### src/rtl/result_drain_pkg.sv
// rtl/result_drain_pkg.sv - shared fixed-point format types and limit helpers
package result_drain_pkg;

    typedef struct packed {
        int width;
        int frac;
    } fxp_fmt_t;

    function automatic longint sat_limit_max(input int width);
        return (64'sd1 <<< (width - 1)) - 64'sd1;
    endfunction

    function automatic longint sat_limit_min(input int width);
        return -(64'sd1 <<< (width - 1));
    endfunction

    function automatic int occ_width(input int depth);
        return $clog2(depth) + 1;
    endfunction

endpackage

### src/rtl/result_drain_fxp_requant.sv
// rtl/result_drain_fxp_requant.sv - combinational fixed-point requantizer with round-half-up and saturation
module fxp_requant
    import result_drain_pkg::*;
#(
    parameter int IN_WIDTH  = 16,
    parameter int IN_FRAC   = 10,
    parameter int OUT_WIDTH = 8,
    parameter int OUT_FRAC  = 4
) (
    input  logic [IN_WIDTH-1:0]  i_data,
    output logic [OUT_WIDTH-1:0] o_data,
    output logic                 o_sat
);

    localparam int SHIFT = IN_FRAC - OUT_FRAC;
    localparam int RSH   = (SHIFT > 0) ? SHIFT : 0;
    localparam int LSH   = (SHIFT < 0) ? -SHIFT : 0;
    // One guard bit keeps the rounding add from overflowing; also wide enough for clamp compares
    localparam int WA    = IN_WIDTH + LSH + 1;
    localparam int WW    = (WA > OUT_WIDTH + 1) ? WA : OUT_WIDTH + 1;

    localparam logic signed [WW-1:0] MAXV = WW'(sat_limit_max(OUT_WIDTH));
    localparam logic signed [WW-1:0] MINV = WW'(sat_limit_min(OUT_WIDTH));

    logic signed [WW-1:0] w_ext;
    logic signed [WW-1:0] w_res;

    assign w_ext = {{(WW - IN_WIDTH){i_data[IN_WIDTH-1]}}, i_data};

    generate
        if (RSH > 0) begin : g_round
            localparam logic signed [WW-1:0] RND = WW'(1) <<< (RSH - 1);
            assign w_res = (w_ext + RND) >>> RSH;
        end else begin : g_shl
            assign w_res = w_ext <<< LSH;
        end
    endgenerate

    always_comb begin
        o_data = w_res[OUT_WIDTH-1:0];
        o_sat  = 1'b0;
        if (w_res > MAXV) begin
            o_data = MAXV[OUT_WIDTH-1:0];
            o_sat  = 1'b1;
        end else if (w_res < MINV) begin
            o_data = MINV[OUT_WIDTH-1:0];
            o_sat  = 1'b1;
        end
    end

endmodule

### src/rtl/result_drain.sv
// rtl/result_drain.sv - captures done-qualified results, requantizes, buffers in a FWFT FIFO with stall back-pressure
module result_drain
    import result_drain_pkg::*;
#(
    parameter int IN_WIDTH  = 16,
    parameter int IN_FRAC   = 10,
    parameter int OUT_WIDTH = 8,
    parameter int OUT_FRAC  = 4,
    parameter int DEPTH     = 8
) (
    input  logic                   clk,
    input  logic                   reset,
    input  logic [IN_WIDTH-1:0]    in_data,
    input  logic                   in_done,
    input  logic                   stall,
    input  logic                   flush,
    output logic                   stall_req,
    output logic [OUT_WIDTH-1:0]   m_data,
    output logic                   m_sat,
    output logic                   m_valid,
    input  logic                   m_ready,
    output logic [$clog2(DEPTH):0] count
);

    localparam int AW = $clog2(DEPTH);
    localparam int CW = occ_width(DEPTH);

    logic [OUT_WIDTH:0]   r_mem [DEPTH];
    logic [AW-1:0]        r_wr_ptr;
    logic [AW-1:0]        r_rd_ptr;
    logic [CW-1:0]        r_count;
    logic                 r_full;
    logic                 r_valid;

    logic [OUT_WIDTH-1:0] w_q_data;
    logic                 w_q_sat;
    logic                 w_push;
    logic                 w_pop;
    logic [CW-1:0]        w_count_next;

    fxp_requant #(
        .IN_WIDTH  (IN_WIDTH),
        .IN_FRAC   (IN_FRAC),
        .OUT_WIDTH (OUT_WIDTH),
        .OUT_FRAC  (OUT_FRAC)
    ) u_requant (
        .i_data (in_data),
        .o_data (w_q_data),
        .o_sat  (w_q_sat)
    );

    // Stall gates the push so a done held by a frozen producer is captured only once
    assign w_push = in_done && !stall && !r_full;
    assign w_pop  = r_valid && m_ready;

    always_comb begin
        w_count_next = r_count;
        case ({w_push, w_pop})
            2'b10:   w_count_next = r_count + CW'(1);
            2'b01:   w_count_next = r_count - CW'(1);
            default: w_count_next = r_count;
        endcase
    end

    always_ff @(posedge clk) begin
        if (reset) begin
            r_wr_ptr <= '0;
            r_rd_ptr <= '0;
            r_count  <= '0;
            r_full   <= 1'b0;
            r_valid  <= 1'b0;
            for (int i = 0; i < DEPTH; i++) begin
                r_mem[i] <= '0;
            end
        end else if (flush) begin
            r_wr_ptr <= '0;
            r_rd_ptr <= '0;
            r_count  <= '0;
            r_full   <= 1'b0;
            r_valid  <= 1'b0;
        end else begin
            if (w_push) begin
                r_mem[r_wr_ptr] <= {w_q_sat, w_q_data};
                r_wr_ptr        <= r_wr_ptr + AW'(1);
            end
            if (w_pop) begin
                r_rd_ptr <= r_rd_ptr + AW'(1);
            end
            r_count <= w_count_next;
            r_full  <= (w_count_next == CW'(DEPTH));
            r_valid <= (w_count_next != '0);
        end
    end

    assign stall_req = r_full;
    assign m_valid   = r_valid;
    assign count     = r_count;
    assign m_data    = r_mem[r_rd_ptr][OUT_WIDTH-1:0];
    assign m_sat     = r_mem[r_rd_ptr][OUT_WIDTH];

endmodule

### config.mk
export PLATFORM = sky130hd
export DESIGN_NAME = result_drain
export DESIGN_NICKNAME = d
export VERILOG_FILES = /design/src/rtl/result_drain_pkg.sv /design/src/rtl/result_drain_fxp_requant.sv /design/src/rtl/result_drain.sv
export SDC_FILE = /design/constraint.sdc
export NUM_CORES = 1
export LEC_CHECK = 0
export CAP_MARGIN = 20
export CORE_MARGIN = 5
export CORE_UTILIZATION = 62
export CTS_CLUSTER_SIZE = 16
export DETAILED_ROUTE_END_ITERATION = 7
export PLACE_DENSITY_LB_ADDON = 0.12
export SLEW_MARGIN = 20
export SYNTH_ARGS = -nofsm -noshare
export SYNTH_HDL_FRONTEND = slang
export SYNTH_SLANG_ARGS = --single-unit
### constraint.sdc
create_clock -name clk -period 4.75 [get_ports clk]
set_input_delay 0.475 -clock clk [delete_from_list [all_inputs] [get_ports clk]]
set_output_delay 0.475 -clock clk [all_outputs]
set_load 0.005 [all_outputs]
==> results.cfg, run 1 <==
[synth]
synth_area_um2 = 4419
yosysSeqAreaShare_pct = 55.72
postSynthCellCount = 341
synth_top_area_cell = edfxtp_1
synth_flop_cell = edfxtp_1
yosys.area_share.adder_pct = 2.152
synth_edf_count = 72
syn_avg_cell_area_um2 = 12.96
synthTopCellsByArea = edfxtp_1, mux4_2, dfxtp_1
muxShareOfSynthArea_pct = 11.69
yosys.area_share.simple_pct = 15.86
synth-xor-area-share_pct = 2.775
ys_warn_count = 0
synth_top_area_share_pct = 48.92
synth.distinct_cells = 62
synth_compound_area_share_pct = 8.692
async_flop_share_pct = 0
synth_top_family_by_area = simple AND/OR/NAND/NOR gates
syn_nets = 370
ys_ff_latch = 87

[worst_hold_path]
hold_class = reg2reg
hold_path_end = r_rd_ptr[1]
hold_start = r_rd_ptr[1]
hold_depth = 2

[critical_path]
arrival_ns = 3.07
crit_path_max_incr_delay_ns = 0.83
reg2reg_slack_ns = 2.39
setup.worst_path.class = in2reg
timing.critical_path.buf_inv = 2
worstSetupEndpointType = flop
slowest_stage = clkdlybuf4s50_1
worstPathCellList = clkdlybuf4s50_1, inv_1, nor4_1, xor2_1, a221oi_2, nor2_1
worstRegToRegCells = 6
cp_top_family = buffers and inverters
r2r_end = r_mem[3][0]
cp.required_ns = 4.84
cp-startpoint = in_data[13]
reg2reg_from = stall_req
cp_max_fo = 11
startpoint_type = input pin

[final_layout]
final_cell_mix = nor2_1, edfxtp_1, clkdlybuf4s50_1
fin_nets = 397
fill_cells = 490
synthToLayoutAreaGrowth_pct = 11.78
n_antenna_cell = 0
post_route_cells_drive_above_1_share_pct = 16.62
multi_input_area_um2 = 1819
final_common_cell = nor2_1
ff_latch_area_um2 = 2462

[outcome]
status = complete, no violations

[sta]
tightest_slew_ns = 0.8034
fmax_mhz = 336.2
relSlewSlack_pct = 46.37
setup_violations = 0
rsz0062_at_grt = no
timing.final.crit_share_pct = 62.63
hold_viol_final = 0
setup_ws_ns = 1.775
slew_viol_final = 0
setup_tns_ns = 0
finClkSkew_ns = 0.006137
min_period_ns = 2.975

[drt]
first_iter_violations = 161
totalWireLength_um = 8373
drc = 0
via_count = 2672
drt-pass1-iter-count = 4
drtAntennaViolNets = 0
vias_per_cell = 5.697
avgRoutedWirePerCell_um = 17.85

[cts]
root_buffer = clkbuf_8
cts_max_path_buffers = 2
clk_pin_slew_ns = 0.08
cts-htree-levels = 3
cts_setup_buffers = 0
cts_sinks = 87
cts.repair.resized = 0
hold_buffers = 0
cts_tree = yes
clk_latency_ns = 0.35
cts_made_buffers = 9

[place]
hpwl_um = 5842
pre_cts_slack_ns = 1.439
port_buffers = 31
place.gp.congestion = 0.8580

[power_and_ir_drop]
p_leak_uw = 0.001713
powerDensity_nw_per_um2 = 305.4
ir_drop_uv = 169.0

[global_route]
grt_pass1_wl_um = 14010
grt_pass1_vias = 2769
grt_max_degree = 19
overflow = 0
track_usage_pct = 21.07
antenna_found_initial = 0

[die]
dieArea_um2 = 8916
fp-row-count = 30
pin_count = 37
fp.dieW_um = 94.43
design.core.area_um2 = 6869
start_util_pct = 64.34
die_height_um = 94.43

[flow_run]
maxCapViolations = 0
[logic make-up (layout without fill, tap and decap cells)]
logic type / Yosys count / after routing
AND/OR/NAND/NOR: 147 / 147
multiplexers: 28 / 28
XOR/XNOR: 14 / 14
buffers and inverters: 25 / 57
AO/OA/AOI/OAI: 33 / 33
flip-flops: 87 / 87
adder cells (fa/ha/maj): 7 / 7
[how the worst max path moves through the flow]
stage	slack [ns]	depth (start not counted)	endpoint
floorplan	2.44	10	m_valid
global placement	1.53	6	r_mem[0][3]
detailed placement	1.44	6	r_mem[4][3]
CTS	1.82	6	r_mem[4][3]
global route	1.57	6	r_mem[4][3]
finish	1.78	6	r_mem[4][3]
[synthesized netlist by cell type (2+ instances only)]
master / n
buf_2: 3
nor4_1: 3
and2_1: 2
nor2_1: 77
o31ai_1: 2
a21oi_1: 5
o21ai_1: 3
edfxtp_1: 72
nand3_1: 7
and2b_1: 4
xor2_1: 8
mux2_2: 9
nand2_1: 18
xnor2_1: 6
buf_1: 2
clkbuf_1: 6
a21o_1: 2
nand2b_1: 9
a41oi_1: 2
inv_1: 8
a21oi_4: 4
dfxtp_1: 15
nand4_1: 4
a221oi_4: 2
nor3_2: 2
nor3_1: 8
mux4_2: 18
ha_1: 6
[worst register-to-register path: stages (launching register included)]
cell and delay, ns:
dfxtp_1 0.32, nor2_1 0.08, and2_1 0.19, inv_1 0.13, nor3_2 0.32, nand3_1 0.42, nand2b_1 0.53
[report_power, final]
part	leakage [µW]	switching (µW)	internal, µW	total, µW
sequential	0.000864	8.13	847	855
combinational	0.000757	91.5	65.2	157
clock	0.0000921	258	239	497
total	0.00171	358	1150	1510
[layer usage]
metal	track usage [%]	wire, µm
met4	7.220	133
met3	3.984	459
met1	27.21	3485
met2	35.87	4294
met5	0	0
[per-stage QoR]
stage | hold WS [ns] | util [%] | std cells | power, µW | area [µm²]
3_5_place_dp | 0.4875 | 69.20 | 453 | 1030 | 4753
3_3_place_gp | 0.4698 | 69.20 | 453 | 1025 | 4753
6_report | 0.5088 | 71.91 | 469 | 1509 | 4940
2_1_floorplan | 0.4541 | - | 341 | 976.5 | 4419
5_1_grt | 0.5333 | 71.91 | 469 | 1563 | 4940
4_1_cts | 0.5089 | 71.91 | 469 | 1513 | 4940
[sequential cells by signal, indices dropped and copies added, names as in the netlist, named ones only]
signal	count
r_mem	72
r_rd_ptr	3
count	4
r_wr_ptr	3
m_valid	1
stall_req	1
[cell type report]
type                       count  share of cell area, %
timing repair buffer          32                  6.434
multi-input combinational    229                  36.83
inverter                       9                 0.6839
sequential                    87                  49.85
tap                           96                  2.432
clock inverter                 7                  1.266
clock buffer                   9                  2.508
(Power assumes the default switching activity.)
==> run 2, diff against run 1 <==
--- a/config.mk
+++ b/config.mk
@@ -7,7 +7,7 @@
 export LEC_CHECK = 0
 export CAP_MARGIN = 20
 export CORE_MARGIN = 5
-export CORE_UTILIZATION = 62
+export CORE_UTILIZATION = 58
 export CTS_CLUSTER_SIZE = 16
 export DETAILED_ROUTE_END_ITERATION = 7
 export PLACE_DENSITY_LB_ADDON = 0.12
==> constraint.sdc (replaced) <==
create_clock -name clk -period 3.1 [get_ports clk]
set_input_delay 0.31 -clock clk [delete_from_list [all_inputs] [get_ports clk]]
set_output_delay 0.31 -clock clk [all_outputs]
set_load 0.005 [all_outputs]
==> results.cfg, run 2 (synthesized netlist as in run 1, its figures left out) <==
[drt]
drtAntennaViolNets = 0
totalWireLength_um = 8872
via_count = 2827
first_iter_violations = 218
drc = 0
drt-pass1-iter-count = 5
vias_per_cell = 5.746
avgRoutedWirePerCell_um = 18.03

[power_and_ir_drop]
p_leak_uw = 0.001817
p_seq_share_pct = 54.2
ir_drop_uv = 279.9
p_sw_share_pct = 22.80
switchingPower_uw = 550.8
pwr-share-clk_pct = 35.2
p_comb_share_pct = 10.6
powerDensity_nw_per_um2 = 471.8
p_int_uw = 1865

[die]
fp.dieW_um = 97.29
die_height_um = 97.29
start_util_pct = 60.28
pin_count = 37
fp-row-count = 31
design.core.area_um2 = 7331
dieArea_um2 = 9465

[critical_path]
arrival_ns = 2.34
slowest_stage = mux4_2
reg2reg_slack_ns = 0.85
worstSetupEndpointType = output pin
cp_top_family = multiplexers
reg2reg_from = stall_req
crit_path_max_incr_delay_ns = 0.59
setup.worst_path.class = reg2out
cp_max_fo = 18
worstPathCellList = buf_4, mux4_2, mux2_2, clkdlybuf4s50_1
startpoint_type = flop
timing.critical_path.buf_inv = 2
cp.required_ns = 2.79

[sta]
min_period_ns = 2.649
setup_tns_ns = 0
hold_viol_final = 0
timing.final.crit_share_pct = 85.47
slew_viol_final = 0
relSlewSlack_pct = 53.28
holdWs_ns = 0.4941
rsz0062_at_grt = no
setup_ws_ns = 0.4505
tightest_slew_ns = 0.7008
setup_violations = 0
finClkSkew_ns = 0.009919
fmax_mhz = 377.4

[cts]
cts_setup_buffers = 0
cts_tree = yes
clk_latency_ns = 0.36
hold_buffers = 0
cts_made_buffers = 9
cts.repair.resized = 0
cts_sinks = 87
cts_max_path_buffers = 2
root_buffer = clkbuf_8
clk_pin_slew_ns = 0.08
cts-htree-levels = 3

[final_layout]
max_flop_register = r_mem
fin_nets = 417
fin_area_um2 = 5120
n_antenna_cell = 0
final_cell_mix = nor2_1, edfxtp_1, clkdlybuf4s50_1
final_common_cell = nor2_1
largest_reg_flops = 72
fill_cells = 528
synthToLayoutAreaGrowth_pct = 15.86
post_route_cells_drive_above_1_share_pct = 21.12
fin_util_pct = 69.84

[global_route]
overflow = 0
grt_max_degree = 19
track_usage_pct = 19.96
antenna_found_initial = 0
grt_pass1_vias = 2878
grt_pass1_wl_um = 14680

[place]
pre_cts_slack_ns = 0.3664
placed_cell_area_um2 = 4907
hpwl_um = 6245
port_buffers = 31
place.gp.congestion = 0.8781

[worst_hold_path]
hold_start = r_rd_ptr[1]
hold_class = reg2reg

[flow_run]
maxCapViolations = 0

[outcome]
status = complete, no violations
## run 2: cell types whose count changed in the layout (fill, tap and decap cells not counted)
cell / previous run / this run
buf_4: 1 / 21
clkinv_1: 3 / 0
clkbuf_1: 0 / 2
bufinv_16: 1 / 2
## run 2: power groups by stage
| stage | Sequential [µW] | Combinational, µW | Clock [µW] |
|---|---|---|---|
| final | 1310 | 255 | 851 |
| after global routing | 1310 | 276 | 924 |
| after CTS | 1310 | 257 | 861 |
| after detailed placement | 1340 | 255 | 0 |
| after global placement | 1330 | 253 | 0 |
| after floorplan | 1330 | 164 | 0 |
## run 2: worst min-delay path, cell delays in order (launching register included)
cell     delay, ns
dfxtp_1       0.32
nand2_1       0.06
a21oi_1       0.07
## run 2: path summary, 6_finish.rpt
kind	cells after the start	to
max	4	m_data[1]
min reg2reg	2	r_rd_ptr[1]
max reg2reg	10	m_valid
min	2	r_rd_ptr[1]
## run 2: cell type report
type                            count  area, µm²  area share, %
Timing Repair Buffer               52      467.9          9.140
Clock inverter                      5      81.33          1.588
Inverter                            9      33.78         0.6598
Sequential cell                    87       2462          48.09
Tap cell                           99      123.9          2.419
Clock buffer                       11      131.4          2.566
Multi-Input combinational cell    229       1819          35.53
## run 2: through the flow
stage,power [µW],cells
detailed placement,1593,476
global route,2514,492
finish,2416,492
floorplan,1496,341
global placement,1588,476
CTS,2428,492
## run 2: layer usage
layer  wire length [µm]  GRT usage [%]
met1               3691          25.93
met3                499          4.235
met2               4512          33.55
met5                  0              0
met4                169          6.603
==> run 3, diff against run 2 <==
--- a/config.mk
+++ b/config.mk
@@ -11,7 +11,7 @@
 export CTS_CLUSTER_SIZE = 16
 export DETAILED_ROUTE_END_ITERATION = 7
 export PLACE_DENSITY_LB_ADDON = 0.12
-export SLEW_MARGIN = 20
+export SLEW_MARGIN = 15
 export SYNTH_ARGS = -nofsm -noshare
 export SYNTH_HDL_FRONTEND = slang
 export SYNTH_SLANG_ARGS = --single-unit
==> results of run 3 <==
Same layout as run 2: the final DEF is identical, and so are final timing and power.
